`src/rtl/alu_bitop_pkg.sv`:
```
// Shared types and constants for the slice-serial bit-manipulation unit.
package alu_bitop_pkg;

    // Operation encoding as presented on the op port.
    typedef enum logic [1:0] {
        OP_BIT = 2'd0,
        OP_RES = 2'd1,
        OP_SET = 2'd2,
        OP_TGL = 2'd3
    } op_e;

    // Control states of the sequencer.
    typedef enum logic [1:0] {
        S_IDLE = 2'd0,
        S_RUN  = 2'd1,
        S_DONE = 2'd2
    } state_e;

    // Bit positions inside the {Z,N,H,C} flag vector.
    localparam int FLAG_Z = 3;
    localparam int FLAG_N = 2;
    localparam int FLAG_H = 1;
    localparam int FLAG_C = 0;

    // Index width that never collapses to zero bits (a 1-entry range still needs a wire).
    function automatic int clog2_min1(input int v);
        return (v > 1) ? $clog2(v) : 1;
    endfunction

endpackage

```
`src/rtl/alu_bitop_slice.sv`:
```
// Combinational single-slice operator: modifies at most one bit of the slice
// and reports the value that bit had before modification.
module alu_bitop_slice
    import alu_bitop_pkg::*;
#(
    parameter int SLICE = 4,
    parameter int LW    = clog2_min1(SLICE)
) (
    input  logic [SLICE-1:0] data_i,
    input  logic [LW-1:0]    idx_i,
    input  logic             hit_i,
    input  op_e              op_i,
    output logic [SLICE-1:0] res_o,
    output logic             sel_bit_o
);

    // Pass the slice through, touching only the selected bit when this slice owns it.
    always_comb begin
        res_o     = data_i;
        sel_bit_o = 1'b0;
        if (hit_i) begin
            sel_bit_o = data_i[idx_i];
            case (op_i)
                OP_RES:  res_o[idx_i] = 1'b0;
                OP_SET:  res_o[idx_i] = 1'b1;
                OP_TGL:  res_o[idx_i] = ~data_i[idx_i];
                default: res_o[idx_i] = data_i[idx_i];
            endcase
        end
    end

endmodule

```
`src/rtl/alu_bitop.sv`:
```
// Slice-serial BIT/RES/SET/TGL unit with a start/ready handshake and a
// one-cycle valid strobe. One operation takes NSLICE+2 cycles.
module alu_bitop
    import alu_bitop_pkg::*;
#(
    parameter int WIDTH = 8,
    parameter int SLICE = 4,
    parameter int BW    = $clog2(WIDTH)
) (
    input  logic             clk,
    input  logic             reset,
    input  logic             start,
    input  logic [1:0]       op,
    input  logic [WIDTH-1:0] op_a,
    input  logic [BW-1:0]    bit_sel,
    input  logic [3:0]       flags_in,
    output logic             ready,
    output logic             valid,
    output logic [WIDTH-1:0] result,
    output logic [3:0]       flags_out
);

    localparam int NSLICE = WIDTH / SLICE;
    localparam int CW     = clog2_min1(NSLICE);
    localparam int LW     = clog2_min1(SLICE);

    state_e           state_q, state_d;
    logic [CW-1:0]    cnt_q, cnt_d;
    op_e              op_q, op_d;
    logic [WIDTH-1:0] work_q, work_d;
    logic [BW-1:0]    sel_q, sel_d;
    logic [3:0]       flags_q, flags_d;
    logic             acc_q, acc_d;
    logic [WIDTH-1:0] result_q, result_d;
    logic [3:0]       flags_out_q, flags_out_d;

    logic [SLICE-1:0] slice_in;
    logic [SLICE-1:0] slice_res;
    logic             slice_bit;
    logic             hit;
    logic [LW-1:0]    lidx;

    // An out-of-range bit_sel never matches any slice, so nothing gets modified.
    assign hit      = (32'(sel_q) < WIDTH) && ((32'(sel_q) / SLICE) == 32'(cnt_q));
    assign lidx     = LW'(32'(sel_q) % SLICE);
    assign slice_in = work_q[32'(cnt_q)*SLICE +: SLICE];

    alu_bitop_slice #(
        .SLICE (SLICE),
        .LW    (LW)
    ) u_slice (
        .data_i    (slice_in),
        .idx_i     (lidx),
        .hit_i     (hit),
        .op_i      (op_q),
        .res_o     (slice_res),
        .sel_bit_o (slice_bit)
    );

    // Handshake outputs are forced low while reset is held.
    assign ready     = (state_q == S_IDLE) && !reset;
    assign valid     = (state_q == S_DONE) && !reset;
    assign result    = result_q;
    assign flags_out = flags_out_q;

    // Next-state and datapath updates for IDLE -> RUN x NSLICE -> DONE.
    always_comb begin
        state_d     = state_q;
        cnt_d       = cnt_q;
        op_d        = op_q;
        work_d      = work_q;
        sel_d       = sel_q;
        flags_d     = flags_q;
        acc_d       = acc_q;
        result_d    = result_q;
        flags_out_d = flags_out_q;
        case (state_q)
            S_IDLE: begin
                if (start) begin
                    op_d    = op_e'(op);
                    work_d  = op_a;
                    sel_d   = bit_sel;
                    flags_d = flags_in;
                    cnt_d   = '0;
                    acc_d   = 1'b0;
                    state_d = S_RUN;
                end
            end
            S_RUN: begin
                work_d[32'(cnt_q)*SLICE +: SLICE] = slice_res;
                acc_d = acc_q | slice_bit;
                cnt_d = cnt_q + CW'(1);
                if (cnt_q == CW'(NSLICE - 1)) begin
                    // Publish on the final slice so the result is stable during DONE.
                    result_d = work_q;
                    result_d[32'(cnt_q)*SLICE +: SLICE] = slice_res;
                    if (op_q == OP_BIT) begin
                        flags_out_d         = 4'b0000;
                        flags_out_d[FLAG_Z] = ~(acc_q | slice_bit);
                        flags_out_d[FLAG_N] = 1'b0;
                        flags_out_d[FLAG_H] = 1'b1;
                        flags_out_d[FLAG_C] = flags_q[FLAG_C];
                    end else begin
                        flags_out_d = flags_q;
                    end
                    state_d = S_DONE;
                end
            end
            S_DONE: begin
                state_d = S_IDLE;
            end
            default: begin
                state_d = S_IDLE;
            end
        endcase
    end

    // State register with synchronous reset; reset also clears published outputs.
    always_ff @(posedge clk) begin
        if (reset) begin
            state_q     <= S_IDLE;
            cnt_q       <= '0;
            op_q        <= OP_BIT;
            work_q      <= '0;
            sel_q       <= '0;
            flags_q     <= '0;
            acc_q       <= 1'b0;
            result_q    <= '0;
            flags_out_q <= '0;
        end else begin
            state_q     <= state_d;
            cnt_q       <= cnt_d;
            op_q        <= op_d;
            work_q      <= work_d;
            sel_q       <= sel_d;
            flags_q     <= flags_d;
            acc_q       <= acc_d;
            result_q    <= result_d;
            flags_out_q <= flags_out_d;
        end
    end

endmodule

```
`config.mk`:
```
export PLATFORM = sky130hd
export DESIGN_NAME = alu_bitop
export DESIGN_NICKNAME = d
export VERILOG_FILES = /design/src/rtl/alu_bitop_pkg.sv /design/src/rtl/alu_bitop_slice.sv /design/src/rtl/alu_bitop.sv
export SDC_FILE = /design/constraint.sdc
export NUM_CORES = 1
export LEC_CHECK = 0
export CORE_ASPECT_RATIO = 1.1
export CORE_UTILIZATION = 45
export DETAILED_ROUTE_END_ITERATION = 7
export PLACE_DENSITY = 0.82
export SETUP_SLACK_MARGIN = 0.5
export SLEW_MARGIN = 20
export SYNTH_ARGS = -nofsm -noshare
export SYNTH_HDL_FRONTEND = slang
export SYNTH_SLANG_ARGS = --single-unit
```
`constraint.sdc`:
```
create_clock -name clk -period 2.3 [get_ports clk]
set_input_delay 0.345 -clock clk [delete_from_list [all_inputs] [get_ports clk]]
set_output_delay 0.345 -clock clk [all_outputs]
set_load 0.02 [all_outputs]
```
* Word-level counts from Yosys, hierarchy flattened
Index checks and enable logic that the tools add are counted.
** Word-level totals
- Register bits after elaboration :: 33
- Input port bits :: 20
- Output and inout bits :: 14
** Cells by class
- Add/subtract/negate cells :: 2
- Magnitude comparators :: 2
- Equality and inequality tests :: 8
- Shift operators :: 3
- Multiplexer cells :: 19
- Bitwise gates (word level) :: 6
- Reductions and logical operators :: 11
** Operators with widths (number)
- $neg A3 Y34 :: 1
- $shift A4 B34 Y8 const A :: 1
- $shiftx A4 B34 Y8 :: 1
- $pmux W8 S2 :: 1
- $pmux W4 S3 :: 1
- $bwmux W4 :: 2
- $bwmux W8 :: 1
- $mux W4 :: 2
- $mux W8 :: 1
- $reduce_and A2 Y1 :: 4
- $shiftx A8 B4 Y4 :: 1
- $eq A2 B2 Y1 const B :: 3
- $and A4 B4 Y4 :: 1
- $eq A2 B1 Y1 const B :: 2
- $logic_not A2 Y1 :: 2
- $mux W1 :: 4
- $mux W2 :: 2
- $ne A2 B2 Y1 const B :: 2
- $not A4 Y4 :: 1
- $or A4 B4 Y4 :: 1
- $pmux W1 S2 :: 2
- $pmux W2 S2 :: 1
- $logic_and A1 B1 Y1 :: 3
- $lt A2 B3 Y1 const B :: 1
- other kinds (9) :: 10

* Logic depth before layout (Yosys ltp)
Gate-level depths: netlist of run 1.
- Depth in word-level cells :: 11
- Gate-level depth with buffers :: 7
- Gate-level depth less buffers :: 5

* Hierarchy
A second synthesis of run 1 with hierarchy kept.
** Second synthesis, totals
- Cell total of the unflattened synthesis :: 189
- Area total of the unflattened synthesis :: 1570.3 µm²
** By module, submodules not included
- alu_bitop :: instances 1, cells each 172, area each 1415.1 µm², seq. area each 660.6 µm²
- alu_bitop_slice :: instances 1, cells each 17, area each 155.1 µm², seq. area each 0.0 µm²

* Worst setup path before layout of run 1
No wires, ideal clock.
- Path kind :: register -> register
- Start :: reg cnt_q
- End :: reg flags_out_q[3] (netlist: flags_out[3])
- Setup time :: 0.091 ns
- Arrival :: 1.679 ns
- Path slack :: 0.530 ns
- Cell stages (with the launch flop) :: 7
- Clock period less this slack :: 1.770 ns
- Cells stage by stage :: dfxtp_1 buf_6 mux2i_4 mux4_2 nor2_1 or4_1 a311oi_1
** On the way
- Word-level cells in the longest chain between the ends :: 7
- Elaborated cells on any way between the ends :: 9
- Those cells by class :: 1 x eq/ne; 1 x shift; 4 x mux; 2 x bitwise; 1 x reduce/logical
** Ends and longest elaborated chain
- start: declaration :: line alu_bitop.sv:28 : logic [CW-1:0] cnt_q, cnt_d;
- start signal: assignment :: line alu_bitop.sv:132 : cnt_q <= cnt_d;
- $shiftx A8 B4 Y4 :: line alu_bitop.sv:46 : assign slice_in = work_q[32'(cnt_q)*SLICE +: SLICE];
- $bmux W1 S2 :: line alu_bitop_slice.sv:22 : sel_bit_o = data_i[idx_i];
- $mux W1 (implied by the code) :: line alu_bitop_slice.sv:22
- $mux W1 :: line alu_bitop_slice.sv:21 : if (hit_i) begin
- $or A1 B1 Y1 :: line alu_bitop.sv:99 : flags_out_d[FLAG_Z] = ~(acc_q | slice_bit);
- $not A1 Y1 :: line alu_bitop.sv:99
- $mux W4 :: line alu_bitop.sv:97 : if (op_q == OP_BIT) begin
- end signal: assignment :: line alu_bitop.sv:139 : flags_out_q <= flags_out_d;
- end: declaration :: line alu_bitop.sv:35 : logic [3:0] flags_out_q, flags_out_d;
Parallel ways exist; a longest one is shown, timed or not. The select of a mux whose other input is x is not followed.
A chain may end at the register's enable or synchronous reset.

* Worst setup path in the final report of run 1
- Start :: reg cnt_q
- End :: reg work_q[7]
** On the way
- Word-level cells in the longest chain between the ends :: 10
- Elaborated cells on any way between the ends :: 16
- Those cells by class :: 1 x add/sub; 1 x eq/ne; 3 x shift; 8 x mux; 3 x bitwise
** Ends and longest elaborated chain
- $shiftx A8 B4 Y4 :: line alu_bitop.sv:46
- $bmux W1 S2 :: line alu_bitop_slice.sv:26, alu_bitop_slice.sv:27
- $mux W1 (implied by the code) :: line alu_bitop_slice.sv:26, alu_bitop_slice.sv:27
- $not A1 Y1 :: line alu_bitop_slice.sv:26 : OP_TGL: res_o[idx_i] = ~data_i[idx_i];
- $bwmux W4 :: line alu_bitop_slice.sv:26
- $pmux W4 S3 :: line alu_bitop_slice.sv:23 : case (op_i)
- $mux W4 :: line alu_bitop_slice.sv:21
- $shiftx A4 B34 Y8 :: line alu_bitop.sv:90 : work_d[32'(cnt_q)*SLICE +: SLICE] = slice_res;
- $bwmux W8 * :: line alu_bitop.sv:90
- $pmux W8 S2 * :: line alu_bitop.sv:77 : case (state_q)
- end signal: assignment :: line alu_bitop.sv:134 : work_q <= work_d;
- end: declaration :: line alu_bitop.sv:30 : logic [WIDTH-1:0] work_q, work_d;
Every way passes the cells marked *; elsewhere a longest branch is shown, timed or not. The select of a mux whose other input is x is not followed.

==> results of run 1 <==
==> state kept, by name, summed over array words and instances, names as in the netlist, 2 cells and up <==
register / count
sel_q: 3
work_q: 8
flags_out: 4
state_q: 2
op_q: 2
flags_q: 4
result: 8
==> where the power goes <==
group	internal, uW	switching [uW]	leakage (uW)	total [uW]
clock	353	213	0.0000585	566
combinational	154	160	0.000506	314
sequential	606	49.5	0.000271	655
total	1110	422	0.000835	1530
==> logic make-up (layout without fill, tap and decap cells) <==
group           after synthesis  after routing  synth area share [%]
buf+inv                      25             59                  5.95
xor+xnor                      1              1                 0.514
flops                        33             33                  38.8
compound gates               64             64                  23.5
mux                           8              8                  6.17
simple gates                 91             91                  25.1
==> cell usage after synthesis, drive strengths merged (3+ instances only) <==
master  instances  area share, %
o22ai           3            1.1
nand2          35            7.7
o21ai           9            2.6
nor3            8            2.4
a21oi          30            8.8
inv             7            1.5
a311oi          3            1.5
nor2           26            5.7
nand3b          5            2.2
clkbuf         15            3.3
mux2i           7            4.8
dfxtp          33             39
nand2b          5            1.8
==> placed cells by master, fill, tap and decap left out, types with 3 or more instances in the layout <==
cell type and count:
a21oi_1 28, nand2_1 35, buf_4 9, inv_1 7, mux2i_1 5, nand3b_1 5, a311oi_1 3, clkdlybuf4s50_1 31
nand2b_1 5, o21ai_0 6, o21ai_1 3, dfxtp_1 30, nor2_1 26, clkbuf_8 6, nor3_1 8
==> path summary, 6_finish.rpt <==
| kind | start | to | slack [ps] |
|---|---|---|---|
| worst max-delay path | cnt_q | work_q[7] | 440 |
| worst min-delay path | result[3] | result[3] | 450 |
| worst max register to register | cnt_q | work_q[7] | 440 |
| worst min register to register | result[3] | result[3] | 450 |
==> per-stage QoR <==
stage          utilization (%)  total power [uW]  hold slack, ps
2_1_floorplan                -               855             432
3_3_place_gp              57.5               951             439
3_5_place_dp              57.5               960             447
4_1_cts                   61.4              1530             456
5_1_grt                   62.1              1610             472
6_report                  62.1              1530             454
==> worst min-delay path, cell delays in order (launching register included) <==
cell	delay, ps
dfxtp_1	310
nand2_1	50
a21oi_1	50
==> layer usage <==
| layer | vias to the layer above | wire, um |
|---|---|---|
| met3 | 11 | 265 |
| met4 | 0 | 99 |
| met1 | 780 | 1870 |
| li1 | 847 | - |
| met2 | 63 | 2100 |
| met5 | - | 0 |
==> timing repair <==
action	CTS	global route
endpoints found under the setup margin	13	9
buffers inserted	1	1
endpoints found under the hold margin	0	0
resized for setup	13	5
hold buffers	0	0
pin swaps	4	0
==> cell type report <==
cell class | count | area share (%)
Multi-Input combinational cell | 164 | 42.8
Sequential cell | 33 | 29.7
Timing Repair Buffer | 43 | 18.0
Clock buffer | 7 | 3.83
Tap cell | 50 | 2.78
Inverter | 8 | 1.50
Clock inverter | 1 | 1.33
==> summary.md, run 1 <==
| Metric | Value |
|---|---|
| Rel. slew slack | `66.7%` |
| Die area | `0.00403 mm^2` |
| Max_cap viols | `0` |
| Placer's final routability congestion estimate | `0.904` |
| Final ANT Viol Nets | `0` |
| Final min period | `1860 ps` |
| Global route overflow | `0` |
| Max stage delay on crit path | `570 ps` |
| Largest net degree at the start of global routing | `37` |
| Syn avg cell area | `7.67 um^2` |
| Setup violators final | `0` |
| Core Rows | `23` |
| Final period utilization | `80.9%` |
| Wire per inst | `14.2 um` |
| Max H-tree Level | `2` |
| Ant. Diodes | `0` |
| Final layout net count | `275` |
| Setup TNS | `0 ps` |
| Routed WL | `4340 um` |
| Slowest CP cell | `mux4_2` |
| Mapped Area | `0.00170 mm^2` |
| Met3 Usage GRT | `6.02%` |
| Fin cells | `306` |
| # fillers | `354` |
| I/O pin count | `34` |
| Hold Crit Class | `reg -> reg` |
| DRC violations left | `0` |
| Finished Cell Area | `0.00225 mm^2` |
| Crit. path cell count | `6` |
| I/O Buffers | `33` |
| DP HPWL | `3020 um` |
| GR Layer Usage met2 | `39.3%` |
| CP cell instances | `buf_6, mux2i_1, mux4_2, mux2i_2, a21oi_2, nor3_1` |
| PD cells | `681 mW/mm^2` |
| Nature of the critical path endpoint | `flip-flop` |
| Number of detailed-route iterations in the first pass | `4` |
| Net Count, Synth | `242` |
| Core Box Area | `0.00363 mm^2` |
| Die H | `66.5 um` |
| Startpoint types | `flip-flop` |
| Placed instance area | `0.00208 mm^2` |
| Final Hold Fails | `0` |
| Mapped Cells | `222` |
| Reg area | `669 um^2` |
| Inst Count DP | `296` |
| Synth cell types | `43` |
| Crit path DAT | `2080 ps` |
| Clk_skew | `6.18 ps` |
| Area of the multi-input gates | `965 um^2` |
| Worst slew pin tran | `500 ps` |
| Via count | `1701` |
| CTS tree | `yes` |
| Hold path depth | `2` |
| Sequential-to-total area share from yosys stat | `38.8%` |
| #FFs+latches synth | `33` |
| Achievable frequency | `538 MHz` |
| RSZ-0062 raised after global routing | `true` |
| Layout cells sized above 1 | `12.9%` |
| Root buf cell | `clkbuf_8` |
| Worst Setup Path Type | `reg -> reg` |
| CTS max path bufs | `2` |
| Max Fanout on Critical Path | `7` |
| Synthesis-to-layout area growth | `32.3%` |
| Post-DR vias/cell | `5.56` |
| Worst path buffer plus inverter count | `1` |
| Outcome | `completed` |
| CP required | `2520 ps` |
| TritonCTS Buffers | `5` |
| Initial Utilization | `47.0%` |
| GRT busiest layer | `met2` |
| CTS clk-pin slew, worst paths | `70 ps` |
| R2R cell count | `6` |
| Delay-heaviest family, CP | `multiplexers` |
| Clock latency on the worst-skew pair | `290 ps` |
| Primary FF master, synth | `dfxtp_1` |
| Antenna violations before repair | `0` |
| Final Slew Violations | `0` |
| Starting DRT DRC Count | `120` |
| Post-synth EDFFs | `0` |
| GR Util All Layers | `24.6%` |
| Clk sinks | `33` |
| Max VDD drop | `0.000573 V` |
| Die width | `60.7 um` |
| Asr flop ratio synth | `0%` |
| Pre-CTS setup slack | `187 ps` |
| Global Route met1 Usage | `31.5%` |
| Static Leak | `0.000835 uW` |
| Ys Warns | `0` |
| Number of global-route vias before repair | `1595` |
| First-pass GRT wire length | `7250 um` |
| Final Worst Setup Slack | `440 ps` |
Note: power is estimated with default switching activity, not from simulation.
==> run 2: changes to the inputs <==
==> constraint.sdc (replaced) <==
create_clock -name clk -period 1.8 [get_ports clk]
set_input_delay 0.27 -clock clk [delete_from_list [all_inputs] [get_ports clk]]
set_output_delay 0.27 -clock clk [all_outputs]
set_load 0.02 [all_outputs]
==> run 2 against run 1 <==
Effect of this change: clock-buffer cell count down 1; critical path depth down 1; routed wire length up 14%; first-iteration DRC count unchanged; via count up 8.2%; largest cell class unchanged.
==> summary.md, run 2 (synthesis results as in run 1) <==
| Metric | Value |
|---|---|
| Wire per inst | `14.8 um (+4.3%)` |
| Antenna violations before repair | `0 (unchanged)` |
| CP required | `1980 ps (-540 ps)` |
| First-pass GRT wire length | `7630 um (+5.2%)` |
| CTS tree | `yes` |
| Total power | `2080 uW (+36%)` |
| Fin cells | `333 (+8.8%)` |
| Inst Count DP | `319 (+7.8%)` |
| Die width | `60.7 um (unchanged)` |
| Commonest non-fill, non-tap cells in the layout | `buf_4 (35), nand2_1 (34), dfxtp_1 (29)` |
| RSZ-0062 raised after global routing | `true` |
| Reg-to-reg startpoint | `cnt_q` |
| Finished Cell Area | `0.00251 mm^2 (+12%)` |
| Global route overflow | `0 (unchanged)` |
| Placer's final routability congestion estimate | `0.874 (-3.4%)` |
| Final ANT Viol Nets | `0 (unchanged)` |
| Commonest non-fill, non-tap cell in the layout | `buf_4` |
| Max Fanout on Critical Path | `6 (-1)` |
| Clock latency on the worst-skew pair | `290 ps (about the same)` |
| Max_cap viols | `0 (unchanged)` |
| Final layout net count | `302 (+9.8%)` |
| Initial Utilization | `47.0% (unchanged)` |
| I/O pin count | `34 (unchanged)` |
| Via count | `1840 (+8.2%)` |
| Final period utilization | `98.8% (+18 points)` |
| TritonCTS Buffers | `5 (unchanged)` |
| Largest net degree at the start of global routing | `37 (unchanged)` |
| Hold Crit Class | `reg -> reg` |
| CTS max path bufs | `2 (unchanged)` |
| Worst slew pin tran | `377 ps (-123 ps)` |
| Pre-CTS setup slack | `-84.3 ps (-271 ps)` |
| Root buf cell | `clkbuf_8` |
| Ant. Diodes | `0 (unchanged)` |
| PD cells | `828 mW/mm^2 (+22%)` |
| DRC violations left | `0 (unchanged)` |
| Core Box Area | `0.00363 mm^2 (unchanged)` |
| Final Worst Setup Slack | `22.3 ps (-417 ps)` |
| Routed WL | `4920 um (+14%)` |
| CTS clk-pin slew, worst paths | `70 ps (about the same)` |
| Post-DR vias/cell | `5.53 (-0.60%)` |
| Slowest CP cell | `mux4_2` |
| Max VDD drop | `0.000511 V (-11%)` |
| Worst R2R End | `work_q[5]` |
| Worst path buffer plus inverter count | `0 (-1)` |
| Die area | `0.00403 mm^2 (unchanged)` |
| Synthesis-to-layout area growth | `47.6%` |
| Starting DRT DRC Count | `120 (unchanged)` |
| Nature of the critical path endpoint | `flip-flop` |
| DP HPWL | `3410 um (+13%)` |
| Final Hold Fails | `0 (unchanged)` |
| Achievable frequency | `563 MHz (+4.6%)` |
| Hold_sp | `result[3]` |
| Max stage delay on crit path | `550 ps (-20 ps)` |
| Delay-heaviest family, CP | `multiplexers` |
| Rel. slew slack | `74.9% (+8.2 points)` |
| Clk sinks | `33 (unchanged)` |
| Setup violators final | `0 (unchanged)` |
| Final Slew Violations | `0 (unchanged)` |
| Number of detailed-route iterations in the first pass | `4 (unchanged)` |
| GR Util All Layers | `26.0% (+1.4 points)` |
| Crit path DAT | `1960 ps (-120 ps)` |
| Clk_skew | `5.57 ps (-0.609 ps)` |
| Max H-tree Level | `2 (unchanged)` |
| Startpoint types | `flip-flop` |
| Final min period | `1780 ps (-82.6 ps)` |
| Layout cells sized above 1 | `25.8% (+13 points)` |
| CP cell instances | `mux2i_4, mux4_2, and3b_2, o21ai_4, o32ai_1` |
| Die H | `66.5 um (unchanged)` |
| Worst Setup Path Type | `reg -> reg` |
| R2R cell count | `5 (-1)` |
| Placed instance area | `0.00227 mm^2 (+8.9%)` |
| I/O Buffers | `33 (unchanged)` |
| Core Rows | `23 (unchanged)` |
| Hold Crit Endpoint | `result[3]` |
| Crit. path cell count | `5 (-1)` |
| Hold path depth | `2 (unchanged)` |
| Number of global-route vias before repair | `1678 (+5.2%)` |
| Outcome | `completed` |
| Static Leak | `0.00106 uW (+27%)` |
| Worst reg-to-reg setup slack | `20 ps (-420 ps)` |
| Fin util | `69.3% (+7.2 points)` |
[run 2: what timing repair did]
action | in CTS | in global routing
pin swaps | 4 | 1
setup endpoints to repair | 45 | 19
hold buffers | 0 | 0
resized for setup | 37 | 18
setup buffers | 2 | 4
endpoints found under the hold margin | 0 | 0
[run 2: worst max path at each step]
stage / from / to / slack [ps]
after floorplan: cnt_q / flags_out[3] / 50
after global placement: cnt_q / flags_out[3] / -20
after detailed placement: cnt_q / flags_out[3] / -80
after CTS: cnt_q / result[4] / 40
after global routing: cnt_q / result[4] / -50
final: cnt_q / work_q[5] / 20
[run 2: cell type report]
| class | count | area (um^2) |
|---|---|---|
| tap | 50 | 62.6 |
| inverter | 8 | 40.0 |
| fill | 307 | 1110 |
| clock buffer | 6 | 82.6 |
| multi-input combinational | 164 | 1010 |
| sequential | 33 | 671 |
| timing repair buffer | 70 | 609 |
| clock inverter | 2 | 37.5 |
[run 2: metal layers]
metal | GRT usage [%] | vias up | share of wire (%)
met1 | 31.5 | 849 | 43
met3 | 6.60 | 12 | 5.1
li1 | - | 905 | -
met4 | 13.6 | 0 | 1.9
met2 | 41.8 | 74 | 50
met5 | 0 | - | 0
[run 2: worst reg2reg max path: stages, from the launching register on]
cell	delay [ps]
dfxtp_4	380
mux2i_4	190
mux4_2	550
and3b_2	290
o21ai_4	80
o32ai_1	170
[run 2: through the flow]
stage	hold slack [ps]	TNS [ps]
floorplan	406	0
global placement	442	-45.8
detailed placement	444	-209
CTS	456	0
global route	474	-138
finish	455	0
[run 2: power breakdown]
part / total, uW / switching [uW] / leakage, uW / internal [uW]
clock network: 726 / 276 / 0.0000574 / 450
registers: 823 / 48.8 / 0.000272 / 774
logic: 532 / 261 / 0.000733 / 272
total: 2080 / 586 / 0.00106 / 1500
